--- config.mk ---
export PLATFORM = sky130hd
export DESIGN_NAME = cacheline_adaptor_flat
export DESIGN_NICKNAME = d
export VERILOG_FILES = /design/src/rtl/rv32i_types.sv /design/src/rtl/cacheline_adaptor_if.sv /design/src/rtl/line_beat_buffer.sv /design/src/rtl/cacheline_adaptor.sv /design/src/flat_wrapper.sv
export SDC_FILE = /design/constraint.sdc
export NUM_CORES = 1
export LEC_CHECK = 0
export BUFFER_PORTS_ARGS = -buffer_cell sky130_fd_sc_hd__buf_4
export CAP_MARGIN = 5
export CORE_AREA = 10 10 270 272
export CTS_BUF_LIST = sky130_fd_sc_hd__clkbuf_2 sky130_fd_sc_hd__clkbuf_4 sky130_fd_sc_hd__clkbuf_8
export DETAILED_ROUTE_END_ITERATION = 10
export DIE_AREA = 0 0 280 282
export GPL_TIMING_DRIVEN = 0
export PLACE_DENSITY = 0.54
export SLEW_MARGIN = 40
export SYNTH_ARGS = -nofsm -noshare
export SYNTH_HDL_FRONTEND = slang
export SYNTH_SLANG_ARGS = --single-unit
--- constraint.sdc ---
create_clock -name clk -period 2.5 [get_ports clk]
set_input_delay 0.25 -clock clk [delete_from_list [all_inputs] [get_ports clk]]
set_output_delay 0.25 -clock clk [all_outputs]
set_load 0.05 [all_outputs]
--- src/rtl/rv32i_types.sv ---
// Shared types for the cache-side datapath: adaptor FSM state and burst geometry.
package rv32i_types;

  typedef enum logic [1:0] {
    IDLE,
    RD_BURST,
    WR_BURST,
    DONE
  } adaptor_state_t;

  localparam int BURST_BEATS = 4;
  localparam int BEAT_WIDTH  = 64;

endpackage

--- src/rtl/cacheline_adaptor_if.sv ---
// Cache line port (pmem_*) and burst memory bus (bmem_*) seen by the adaptor.
// slave: the adaptor; master: the cache/memory environment around it.
interface cacheline_adaptor_if #(
  parameter int s_line = 256,
  parameter int s_beat = 64
) ();

  logic [31:0]       pmem_address;
  logic              pmem_read;
  logic              pmem_write;
  logic [s_line-1:0] pmem_wdata;
  logic [s_line-1:0] pmem_rdata;
  logic              pmem_resp;

  logic [31:0]       bmem_address;
  logic              bmem_read;
  logic              bmem_write;
  logic [s_beat-1:0] bmem_wdata;
  logic [s_beat-1:0] bmem_rdata;
  logic              bmem_resp;

  modport slave (
    input  pmem_address, pmem_read, pmem_write, pmem_wdata,
    output pmem_rdata, pmem_resp,
    output bmem_address, bmem_read, bmem_write, bmem_wdata,
    input  bmem_rdata, bmem_resp
  );

  modport master (
    output pmem_address, pmem_read, pmem_write, pmem_wdata,
    input  pmem_rdata, pmem_resp,
    input  bmem_address, bmem_read, bmem_write, bmem_wdata,
    output bmem_rdata, bmem_resp
  );

endinterface

--- src/rtl/line_beat_buffer.sv ---
// Line-wide staging register: whole-line load for writebacks, per-beat fill for
// refills, and a beat-select mux feeding the outgoing write beat.
module line_beat_buffer #(
  parameter int s_line  = 256,
  parameter int s_beat  = 64,
  parameter int n_beats = s_line / s_beat
) (
  input  logic                       clk,
  input  logic                       rst_n,
  input  logic                       load_en,
  input  logic [s_line-1:0]          load_data,
  input  logic                       beat_we,
  input  logic [$clog2(n_beats)-1:0] beat_idx,
  input  logic [s_beat-1:0]          beat_wdata,
  output logic [s_beat-1:0]          beat_rdata,
  output logic [s_line-1:0]          line_data
);

  logic [n_beats-1:0][s_beat-1:0] beats_q;

  // Cleared on reset because the assembled line is visible on pmem_rdata.
  always_ff @(posedge clk) begin
    if (!rst_n) begin
      beats_q <= '0;
    end else if (load_en) begin
      beats_q <= load_data;
    end else if (beat_we) begin
      beats_q[beat_idx] <= beat_wdata;
    end
  end

  assign beat_rdata = beats_q[beat_idx];
  assign line_data  = beats_q;

endmodule

--- src/rtl/cacheline_adaptor.sv ---
// Converts one 256-bit cache line request into a fixed 4-beat 64-bit memory burst.
// Optional macro CACHELINE_ALIGN_EN: clear the line-offset bits of bmem_address.
module cacheline_adaptor
  import rv32i_types::*;
#(
  parameter int s_offset = 5,
  parameter int s_line   = 256,
  parameter int s_beat   = BEAT_WIDTH,
  parameter int n_beats  = s_line / s_beat
) (
  input logic               clk,
  input logic               rst_n,
  cacheline_adaptor_if.slave bus
);

  localparam int CNT_W = $clog2(n_beats);

  adaptor_state_t    state_q, state_d;
  logic [CNT_W-1:0]  cnt_q;
  logic [31:0]       addr_q;
  logic              accept_rd, accept_wr;
  logic              beat_done;
  logic              last_beat;
  logic [s_beat-1:0] wr_beat;
  logic [s_line-1:0] line_q;

  assign last_beat = (cnt_q == CNT_W'(n_beats - 1));

  always_ff @(posedge clk) begin
    if (!rst_n) begin
      state_q <= IDLE;
    end else begin
      state_q <= state_d;
    end
  end

  // Write takes priority; a read still held is picked up on the next IDLE visit.
  always_comb begin
    state_d        = state_q;
    accept_rd      = 1'b0;
    accept_wr      = 1'b0;
    beat_done      = 1'b0;
    bus.bmem_read  = 1'b0;
    bus.bmem_write = 1'b0;
    bus.pmem_resp  = 1'b0;
    case (state_q)
      IDLE: begin
        if (bus.pmem_write) begin
          accept_wr = 1'b1;
          state_d   = WR_BURST;
        end else if (bus.pmem_read) begin
          accept_rd = 1'b1;
          state_d   = RD_BURST;
        end
      end
      RD_BURST: begin
        bus.bmem_read = 1'b1;
        if (bus.bmem_resp) begin
          beat_done = 1'b1;
          if (last_beat) state_d = DONE;
        end
      end
      WR_BURST: begin
        bus.bmem_write = 1'b1;
        if (bus.bmem_resp) begin
          beat_done = 1'b1;
          if (last_beat) state_d = DONE;
        end
      end
      DONE: begin
        bus.pmem_resp = 1'b1;
        state_d       = IDLE;
      end
      default: state_d = IDLE;
    endcase
  end

  always_ff @(posedge clk) begin
    if (!rst_n) begin
      cnt_q  <= '0;
      addr_q <= '0;
    end else if (accept_rd || accept_wr) begin
      cnt_q  <= '0;
`ifdef CACHELINE_ALIGN_EN
      addr_q <= {bus.pmem_address[31:s_offset], {s_offset{1'b0}}};
`else
      addr_q <= bus.pmem_address;
`endif
    end else if (beat_done) begin
      cnt_q <= cnt_q + CNT_W'(1);
    end
  end

  line_beat_buffer #(
    .s_line  (s_line),
    .s_beat  (s_beat),
    .n_beats (n_beats)
  ) u_buffer (
    .clk        (clk),
    .rst_n      (rst_n),
    .load_en    (accept_wr),
    .load_data  (bus.pmem_wdata),
    .beat_we    (beat_done && (state_q == RD_BURST)),
    .beat_idx   (cnt_q),
    .beat_wdata (bus.bmem_rdata),
    .beat_rdata (wr_beat),
    .line_data  (line_q)
  );

  assign bus.bmem_address = addr_q;
  assign bus.bmem_wdata   = wr_beat;
  assign bus.pmem_rdata   = line_q;

endmodule

--- src/flat_wrapper.sv ---
// flat-port wrapper written by rule: the top's interface ports become plain ports
module cacheline_adaptor_flat import rv32i_types::*;
#(
  parameter int s_offset = 5,
  parameter int s_line   = 256,
  parameter int s_beat   = BEAT_WIDTH,
  parameter int n_beats  = s_line / s_beat
)
  (clk, rst_n, bus_pmem_address, bus_pmem_read, bus_pmem_write, bus_pmem_wdata, bus_pmem_rdata, bus_pmem_resp, bus_bmem_address, bus_bmem_read, bus_bmem_write, bus_bmem_wdata, bus_bmem_rdata, bus_bmem_resp);
  cacheline_adaptor_if #(.s_line(s_line), .s_beat(s_beat)) bus_i ();
  input logic clk;
  input logic rst_n;
  input wire logic [$bits(bus_i.pmem_address)-1:0] bus_pmem_address;
  input wire logic [$bits(bus_i.pmem_read)-1:0] bus_pmem_read;
  input wire logic [$bits(bus_i.pmem_write)-1:0] bus_pmem_write;
  input wire logic [$bits(bus_i.pmem_wdata)-1:0] bus_pmem_wdata;
  output wire logic [$bits(bus_i.pmem_rdata)-1:0] bus_pmem_rdata;
  output wire logic [$bits(bus_i.pmem_resp)-1:0] bus_pmem_resp;
  output wire logic [$bits(bus_i.bmem_address)-1:0] bus_bmem_address;
  output wire logic [$bits(bus_i.bmem_read)-1:0] bus_bmem_read;
  output wire logic [$bits(bus_i.bmem_write)-1:0] bus_bmem_write;
  output wire logic [$bits(bus_i.bmem_wdata)-1:0] bus_bmem_wdata;
  input wire logic [$bits(bus_i.bmem_rdata)-1:0] bus_bmem_rdata;
  input wire logic [$bits(bus_i.bmem_resp)-1:0] bus_bmem_resp;
  assign bus_i.pmem_address = bus_pmem_address;
  assign bus_i.pmem_read = bus_pmem_read;
  assign bus_i.pmem_write = bus_pmem_write;
  assign bus_i.pmem_wdata = bus_pmem_wdata;
  assign bus_pmem_rdata = bus_i.pmem_rdata;
  assign bus_pmem_resp = bus_i.pmem_resp;
  assign bus_bmem_address = bus_i.bmem_address;
  assign bus_bmem_read = bus_i.bmem_read;
  assign bus_bmem_write = bus_i.bmem_write;
  assign bus_bmem_wdata = bus_i.bmem_wdata;
  assign bus_i.bmem_rdata = bus_bmem_rdata;
  assign bus_i.bmem_resp = bus_bmem_resp;
  cacheline_adaptor #(.s_offset(s_offset), .s_line(s_line), .s_beat(s_beat), .n_beats(n_beats)) u_core (.clk(clk), .rst_n(rst_n), .bus(bus_i));
endmodule
# Word level (Yosys, flattened, before mapping)
# Index checks and enable logic that the tools add are counted.
# word_totals
register_bits	292
latchBits	0
mem_bits_rw	0
mem_bits_ro	0
output_inout_bits	355
n_memories	0
# classes
addsub	1
n_mul	0
div	0
n_lt_le_gt_ge	2
eq_ne	7
n_shift	0
mux	22
bitwise	1
reduce_logical	8
# op_table
op	n
$mux 256	2
$bwmux 256	1
$bmux 64 s2	1
$demux 64 s2	1
$mux 64	2
$mux 1	10
$mux 2	4
$eq 2x2->1 const B	3
$pmux 2 s3	1
$ne 2x1->1 const B	2
$reduce_or 2->1	2
$lt 2x3->1 const B	1
$ne 3x3->1 const B	1
$reduce_and 3->1	1
$add 2x1->2 const B	1
$eq 2x1->1 const B	1
$ge 2x1->1 const B	1
$logic_and 1x1->1	2
$logic_not 2->1	1
$reduce_bool 2->1	1
$logic_or 1x1->1	1
$not 1->1	1

# Logic depth before layout (Yosys ltp)
# Gate-level depths: netlist of the first run.
# depth
depth_word	7
depth_mapped	9
ltp_nobuf	5

# Cells and area by module
# A second synthesis of the first run with hierarchy kept.
# hier_totals
cells_unflattened	1525
area_unflattened_um2	15249.6
# modules_own_cells
module	instances	cells_per_inst	area_each_um2
line_beat_buffer	1	1353	13639.3
cacheline_adaptor	1	172	1610.3

# Least setup slack after synthesis of the first run
# No wires, ideal clock.
# synth_path
path_type	reg-to-reg
startpoint	register u_core.cnt_q[0]
endpoint	register u_core.u_buffer.beats_q, in the netlist u_core.u_buffer.line_data[185]
t_arrival_ps	1873
required_ps	2363
path_slack_ps	490
path_stages_with_launch	10
n_path_buf	4
period_less_slack_ps	2010
path_cell_list	dfxtp_1 > buf_2 > buf_2 > inv_1 > ha_1 > a32o_1 > buf_4 > buf_2 > o21ai_0 > a31oi_1
# synth_between
elab_chain_cells	7
elab_cells_between_ends	8
cone_classes	2 x order compare; 5 x mux; 1 x reduce/logical
# synth_lines
item	line_no	rtl
start: declaration	cacheline_adaptor.sv:19	logic [CNT_W-1:0] cnt_q;
start signal: assignment	cacheline_adaptor.sv:90	cnt_q <= cnt_q + CNT_W'(1);
$lt 2x3->1 (not written as such) or $ge 2x1->1 (tied branches)	line_beat_buffer.sv:28	beats_q[beat_idx] <= beat_wdata;
$logic_and 1x1->1 (not written as such)	line_beat_buffer.sv:28	
$mux 64 (not written as such)	line_beat_buffer.sv:28	
$demux 64 s2 (*)	line_beat_buffer.sv:28	
$bwmux 256 (*)	line_beat_buffer.sv:28	
$mux 256 (*)	line_beat_buffer.sv:27	end else if (beat_we) begin
$mux 256 (*)	line_beat_buffer.sv:25	end else if (load_en) begin
end signal: assignment	line_beat_buffer.sv:26	beats_q <= load_data;
end signal: indexed assignment	line_beat_buffer.sv:28	
end: declaration	line_beat_buffer.sv:19	logic [n_beats-1:0][s_beat-1:0] beats_q;
# Every way passes the cells marked *; elsewhere a longest branch is shown, timed or not. The select of a mux whose other input is x is not followed.
# A chain may end at the register's enable or synchronous reset.

# Final worst setup path of the first run
# layout_path
startpoint	register u_core.cnt_q[0]
endpoint	output port bus_bmem_wdata[6]
# layout_between
elab_chain_cells	2
# layout_lines
item	line_no	rtl
$bmux 64 s2	line_beat_buffer.sv:32	assign beat_rdata = beats_q[beat_idx];
$mux 64 (not written as such)	line_beat_buffer.sv:32	
end: declaration	flat_wrapper.sv:22	output wire logic [$bits(bus_i.bmem_wdata)-1:0] bus_bmem_wdata;
# Every way passes these cells. The select of a mux whose other input is x is not followed.

==> results of run 1 <==
-- cells by family (layout without fill, tap and decap cells) --
group | after synthesis | in the layout | share of synthesized area, %
xor+xnor | 1 | 1 | 0.0623
buf+inv | 201 | 1371 | 6.76
other cells | 0 | 6 | 0
flops | 292 | 292 | 41.6
mux | 64 | 64 | 10.3
compound gates | 556 | 556 | 22.4
simple gates | 586 | 586 | 18.0
fa+ha+maj | 10 | 10 | 0.891
-- path summary, 6_finish.rpt --
check / slack (ns) / cells after the start / end / start
setup / recovery: 0.08 / 3 / bus_bmem_wdata[6] / u_core.cnt_q[0]
hold / removal: 0.18 / 3 / u_core.state_q[1] / rst_n
setup reg to reg: 0.12 / 8 / u_core.u_buffer.line_data[53] / u_core.cnt_q[0]
hold reg to reg: 0.46 / 2 / u_core.bus.bmem_address[12] / u_core.bus.bmem_address[12]
-- Yosys cell counts, types with 2 or more instances --
library cell and number:
a2111oi_0 2, a211oi_1 2, a21boi_0 2, a21oi_1 32
a31oi_1 256, a32o_1 4, buf_2 83, buf_4 15
buf_6 2, clkbuf_1 79, clkbuf_2 16, dfxtp_1 292
ha_1 10, inv_1 6, mux4_2 64, nand2_1 324
nand3_1 257, o21ai_0 253, o21ai_1 3
-- repair_timing --
item                                    4_1_cts  5_1_grt
hold buffers                                356        0
setup buffers                                 1        0
gates resized for setup                      33       22
pin swaps                                     0        0
hold endpoints to repair                    290        0
endpoints found under the setup margin      256      119
-- cell type report --
type	instances	area (sq um)
inverters	6	22.5
multi-input cells	1217	7250
fillers	7041	42300
flip-flops and latches	292	5850
diodes	6	15.0
clock buffers	91	1110
well taps	882	1100
clock inverters	10	77.6
plain buffers	195	1050
repair buffers	1069	8960
-- sequential cells by signal, indices dropped and copies added (netlist names) --
| signal | flops |
|---|---|
| u_core.bus.bmem_address | 32 |
| u_core.u_buffer.line_data | 256 |
| u_core.cnt_q | 2 |
| u_core.state_q | 2 |
-- power groups by stage --
stage,clock [uW],sequential (uW),combinational [uW]
4_1_cts,5230,7480,18900
2_1_floorplan,0,11500,6990
3_3_place_gp,0,7540,18300
3_5_place_dp,0,7550,18300
6_report,5150,7540,19000
5_1_grt,5450,7640,19900
-- metrics by stage --
stage / hold WS (ns) / utilization, % / power (uW) / setup WS (ns) / instance area (sq um)
2_1_floorplan: 0.386 / - / 18500 / 0.490 / 14000
3_3_place_gp: 0.444 / 30.2 / 25800 / -1.05 / 20500
3_5_place_dp: 0.447 / 30.3 / 25900 / -0.585 / 20500
4_1_cts: 0.150 / 37.5 / 31600 / 0.000128 / 25400
5_1_grt: 0.202 / 37.5 / 33000 / -0.0430 / 25400
6_report: 0.176 / 37.6 / 31700 / 0.0784 / 25400
-- routing by layer --
metal | routed length (um) | vias up | share of wire, % | GRT usage, %
met5 | 26 | - | 0.026 | 0
met4 | 3050 | 4 | 3.0 | 8.29
met3 | 7840 | 171 | 7.8 | 5.28
met2 | 48600 | 1087 | 48 | 40.9
met1 | 40900 | 9388 | 41 | 29.8
li1 | - | 8566 | - | -
-- worst reg2reg max path, stage by stage (launching register included) --
cell	delay, ns
dfxtp_2	0.36
buf_12	0.18
buf_6	0.18
inv_1	0.15
ha_1	0.18
buf_2	0.42
clkbuf_1	0.52
nand3_1	0.15
a31oi_1	0.20
==> metrics.sh, run 1 <==
STATUS='complete, no violations'
FIRST_GLOBAL_VIAS=19700
NETLIST_AREA_SQ_UM=14000
PLACEABLECOREAREA_SQ_UM=67700
HOLD_PATH.CLASS='in2reg'
VIAS=19200
TRACK_USAGE_PCT=24.1
DP.FINAL_HPWL_MM=76.2
POST-ROUTE-MIN-PERIOD_NS=2.42
SYNTH_AREA_PER_CELL_SQ_UM=8.22
CLOCK_SHARE_OF_POWER_PCT=16.3
FINALCLOCKSKEW_NS=0.0270
PWR-SHARE-SEQ_PCT=23.8
SYN_INST=1710
DIE_WIDTH_UM=280
CRITICAL-PATH-SLOWEST-CELL='mux4_2'
CP_CELL_SEQUENCE='buf_4, mux4_2, buf_4'
CRIT_PATH_MAX_INCR_DELAY_NS=0.57
CRIT_FANOUT=10
FLOORPLAN.DIE_AREA_SQ_UM=79000
ROUTED_WL_MM=100
SYNTH.YOSYS.WARNINGS=0
DETAIL_ROUTE.ITER0.VIOLATIONS=1605
CRITPATHTOPFAMILY='multiplexers'
ROUTE.DETAILED.VIAS_PER_INST=5.10
INSERTION_DELAY_NS=0.65
DRC=0
CTS.PATH.MAX_BUFFERS=3
WORST-ENDPOINT-REQUIRED_NS=2.25
CTS_TREE='done'
FIN_NETS=3204
LARGEST_CELLS_BY_AREA_AFTER_SYNTHESIS='dfxtp_1, a31oi_1, mux4_2'
COMMONEST_NON_FILL_NON_TAP_CELL_IN_THE_LAYOUT='buf_4'
GLOBAL_ROUTE_WIRE_LENGTH_BEFORE_REPAIR_MM=142
GRT_REMAINING_OVERFLOW=0
FINAL.PERIOD_UTILIZATION_PCT=96.9
START_UTIL_PCT=20.7
NET-SWITCHING-POWER_uW=17200
GRT_START_MAX_NET_PINS=14
SEQUENTIAL_ELEMENT_SHARE_OF_THE_SYNTHESIZED_AREA_PCT=41.6
FINAL_CELL_MIX='buf_4, dlygate4sd3_1, nand2_1, dfxtp_1, nand3_1'
TOTAL_CTS_BUFFERS=56
NUM_ROWS=96
SYNTHARSTFLOPSHARE_PCT=0
POWER.DENSITY_CELL_AREA_nW_PER_UM2=1240
CELLLEAKAGEPOWER_uW=0.0106
VDD.IR_DROP.WORST_mV=0.618
CTS_MAX_LEVEL=2
WORST_EP_ARRIVAL_TIME_NS=2.17
PREDOMINANT_POST_SYNTHESIS_FLOP_CELL='dfxtp_1'
SYNTH.NET_COUNT=2077
CELLINTERNALPOWER_uW=14400
ANTENNA_FOUND_INITIAL=6
DIE-HEIGHT_UM=282
DRT-WIRELENGTH-PER-CELL_UM=26.7
TIMING.CRITICAL_PATH.FROM_TYPE='flip-flop'
WORSTSETUPENDPOINTTYPE='output pin'
FIN_SETUP_TNS_NS=0
TOP_LEVEL_PORTS=712
TIMING.FINAL.MAX_SLEW_VIOLATIONS=0
FINAL-INSTANCE-COUNT-EXCL-FILL=3768
SYNTH_EDF_COUNT=0
WORST_PIN_SLEW_NS=0.761
CLOCK_TREE.ROOT_CELL='clkbuf_8'
ANTENNA_VIOLATING_NETS_LEFT=0
FINALHOLDVIOLCOUNT=0
YS_SEQ_ELEMENTS=292
TOP_CELL_TYPE_S_SHARE_OF_SYNTHESIZED_AREA_PCT=41.6
GRT_SETUP_UNREPAIRED='true'
DETAILEDROUTE.FIRSTPASSITERATIONCOUNT=8
FLOW.AREA_GROWTH_FROM_SYNTHESIS_PCT=81.1
MAXCAPVIOLATIONS=0
TIMING.SLEW.HEADROOM_PCT=49.3
WORST_SETUP_HOLD_PATH_CLK_SLEW_NS=0.07
SYNTH_TOP_CELL_BY_AREA='dfxtp_1'
SWITCHING_SHARE_PCT=54.4
YS_TYPES=27
CTS.SINKS=292
POWER.COMBINATIONAL.FRACTION_PCT=59.9
FMAXACHIEVABLE_MHz=413
CRIT_PATH_FREQUENT_CELL='buf_4'
GP_CONGESTION=0.885
CRIT_BUF_INV=2
DRIVE_GT1_SHARE_PCT=35.3
SETUP.WORST_PATH.CLASS='reg2out'
BUFFER_PORTS.INSERTED=710
REPORT.FINAL.SETUP_VIOL=0
NUMPLACEDINSTANCES=3304
Power figures use the tool's default switching activity.
==> run 2, diff against run 1 <==
CORE_AREA = 2 2 278 280   (was 10 10 270 272)
PLACE_DENSITY = unset   (was 0.54)
==> run 2 against run 1 <==
Against the previous run:
- global-route usage shrank 0.93 points
- total power shrank 0.90%
- clock power shrank 5.0%
- sequential power hardly changed
- first-iteration DRC count up 6.7%
- fmax fell by 0.75%
- critical endpoint is now bus_bmem_wdata[59]
- sequential share of layout area down 0.051 points
- largest power group unchanged
- final cell count is 2.2% higher
- critical path depth grew 1
- largest cell class unchanged
- via count increased by 1.6%
- register-to-register slack worse by 0.05 ns
- routed wire length down 3.4%
- critical path type unchanged
==> metrics.sh, run 2 (synthesis results as in run 1) <==
TIMING.CRITICAL_PATH.FROM_TYPE='flip-flop'  # unchanged
DIE_WIDTH_UM=280  # unchanged
FIN_AREA_SQ_UM=25500  # was 25400 sq um
TOP_LEVEL_PORTS=712  # unchanged
CLOCK_TREE.ROOT_CELL='clkbuf_8'  # unchanged
GRT_SETUP_UNREPAIRED='true'  # unchanged
ANTENNA_FOUND_INITIAL=14  # was 6
ANTENNA_VIOLATING_NETS_LEFT=0  # unchanged
CRIT_FANOUT=10  # unchanged
WORST_EP_ARRIVAL_TIME_NS=2.19  # was 2.17 ns
POWER.DENSITY_CELL_AREA_nW_PER_UM2=1230  # was 1240 nW/um^2
R2R-END='u_core.u_buffer.line_data[79]'  # was u_core.u_buffer.line_data[53]
HP-START='rst_n'  # unchanged
CRITICAL_PATH.REG2REG.STARTPOINT='u_core.cnt_q[1]'  # was u_core.cnt_q[0]
FIN_TOTAL_PWR_uW=31400  # was 31700 uW
STATUS='complete, no violations'  # unchanged
DRIVE_GT1_SHARE_PCT=35.4  # was 35.3%
FILLCELLCOUNT=7919  # was 7041
GLOBAL_ROUTE_WIRE_LENGTH_BEFORE_REPAIR_MM=134  # was 142 mm
INSERTION_DELAY_NS=0.65  # about the same
FINAL_CRITICAL_PATH_SETUP_SLACK_NS=0.0601  # was 0.0784 ns
TIMING.REG2REG.WORST_PATH_DEPTH=9  # was 8
FIN_SETUP_TNS_NS=0  # unchanged
REPORT.FINAL.SETUP_VIOL=0  # unchanged
HOLD_PATH.CLASS='in2reg'  # unchanged
ROUTED_WL_MM=97.0  # was 100 mm
POST-ROUTE-MIN-PERIOD_NS=2.44  # was 2.42 ns
DETAIL_ROUTE.ITER0.VIOLATIONS=1712  # was 1605
WORSTSETUPENDPOINTTYPE='output pin'  # unchanged
MULTIINPUTGATEAREA_SQ_UM=7250  # unchanged
VDD.IR_DROP.WORST_mV=0.722  # was 0.618 mV
FINAL.PERIOD_UTILIZATION_PCT=97.6  # was 96.9%
HOLDPATHSTAGES=3  # unchanged
CTS_TREE='done'  # unchanged
FINALCLOCKSKEW_NS=0.0196  # was 0.0270 ns
NUM_ROWS=101  # was 96
BUFFER_PORTS.INSERTED=710  # unchanged
START_UTIL_PCT=18.6  # was 20.7%
TIMING.FINAL.MAX_SLEW_VIOLATIONS=0  # unchanged
DIE-HEIGHT_UM=282  # unchanged
DETAILEDROUTE.FIRSTPASSITERATIONCOUNT=7  # was 8
FIN_UTIL_PCT=33.7  # was 37.6%
DPL_CELL_AREA_SQ_UM=20700  # was 20500 sq um
PLACE_WORST_SETUP_SLACK_NS=-0.611  # was -0.585 ns
ROUTE.DETAILED.VIAS_PER_INST=5.07  # was 5.10
CTS.PATH.MAX_BUFFERS=3  # unchanged
FLOW.AREA_GROWTH_FROM_SYNTHESIS_PCT=81.5  # was 81.1%
TIMING.SLEW.HEADROOM_PCT=48.8  # was 49.3%
TRACK_USAGE_PCT=23.2  # was 24.1%
DP.FINAL_HPWL_MM=73.0  # was 76.2 mm
VIAS=19500  # was 19200
R2R_SLACK_NS=0.07  # was 0.12 ns
LARGEST_REG_FLOPS=256  # unchanged
GRT_REMAINING_OVERFLOW=0  # unchanged
FLOORPLAN.DIE_AREA_SQ_UM=79000  # unchanged
GRT_START_MAX_NET_PINS=15  # was 14
FINALHOLDVIOLCOUNT=0  # unchanged
FIRST_GLOBAL_VIAS=19200  # was 19700
COMMONEST_NON_FILL_NON_TAP_CELL_IN_THE_LAYOUT='buf_4'  # unchanged
WORST_SETUP_HOLD_PATH_CLK_SLEW_NS=0.07  # about the same
CELLLEAKAGEPOWER_uW=0.0106  # about the same
FIN_NETS=3200  # was 3204
CTS.SINKS=292  # unchanged
GP_CONGESTION=0.909  # was 0.885
DRC=0  # unchanged
WHS_ENDPOINT='u_core.state_q[1]'  # unchanged
TOTAL_CTS_BUFFERS=54  # was 56
FINAL_CELL_MIX='buf_4, dlygate4sd3_1, nand2_1, dfxtp_1, nand3_1'  # unchanged
DRT-WIRELENGTH-PER-CELL_UM=25.2  # was 26.7 um
CTS_MAX_LEVEL=2  # unchanged
FMAXACHIEVABLE_MHz=410  # was 413 MHz
WORST-ENDPOINT-REQUIRED_NS=2.25  # about the same
SEQ_AREA_SQ_UM=5850  # unchanged
MAXCAPVIOLATIONS=0  # unchanged
PLACEABLECOREAREA_SQ_UM=75700  # was 67700 sq um
SETUP.WORST_PATH.CLASS='reg2out'  # unchanged
WORST_PIN_SLEW_NS=0.768  # was 0.761 ns
==> run 2: cell types whose count changed in the layout (fill, tap and decap cells not counted), sizes merged <==
| cell | before | now |
|---|---|---|
| bufinv | 1 | 0 |
| clkinvlp | 1 | 2 |
| inv | 6 | 7 |
| clkinv | 8 | 1 |
| buf | 813 | 816 |
| clkbuf | 186 | 178 |
| diode | 6 | 3 |
==> run 2: how the worst max path moves through the flow <==
stage / startpoint / end / slack (ns) / cells after the start
2_1_floorplan: u_core.cnt_q[0] / u_core.u_buffer.line_data[185] / 0.49 / 9
5_1_grt: u_core.cnt_q[0] / u_core.u_buffer.line_data[148] / -0.004 / 8
6_report: u_core.cnt_q[1] / bus_bmem_wdata[59] / 0.06 / 4
4_1_cts: u_core.cnt_q[1] / u_core.u_buffer.line_data[90] / -0.05 / 9
3_3_place_gp: u_core.cnt_q[0] / u_core.u_buffer.line_data[161] / -0.99 / 8
3_5_place_dp: u_core.cnt_q[0] / u_core.u_buffer.line_data[161] / -0.61 / 8
==> run 2: metrics by stage <==
step                      instances  hold slack, ns
after floorplan                1710           0.386
after global placement         3398           0.444
after detailed placement       3400           0.449
after CTS                      3849           0.118
after global routing           3849           0.164
final                          3850           0.148
==> run 2: final cells by class <==
type	count	area share (%)
plain buffers	193	4.20
repair buffers	1069	35.2
well taps	978	4.80
inverters	6	0.0883
flip-flops and latches	292	22.9
clock buffers	88	4.19
diodes	3	0.0294
multi-input cells	1217	28.4
clock inverters	4	0.123
==> run 2: timing repair <==
| action | in CTS | in global routing |
|---|---|---|
| hold buffers | 356 | 0 |
| endpoints found under the hold margin | 290 | 0 |
| endpoints found under the setup margin | 256 | 160 |
| resized for setup | 39 | 42 |
| setup buffers | 1 | 0 |
==> run 2: report_power, final <==
group,internal (uW),switching (uW)
clock,2670,2220
combinational,5520,13400
sequential,6060,1470
total,14200,17100
==> run 2: metal layers <==
metal  track usage, %  wire length (um)  vias to the layer above
li1                 -                 -                     8549
met1             27.9             37500                     9401
met2             38.8             45600                     1290
met3             5.99              9190                      263
met4             10.5              4690                       18
met5                0               103                        -
==> run 2: worst max-delay path, stage by stage, from the launching register on <==
cell and delay [ns]:
dfxtp_4 0.42, buf_12 0.16, buf_16 0.18, mux4_2 0.57, buf_6 0.18
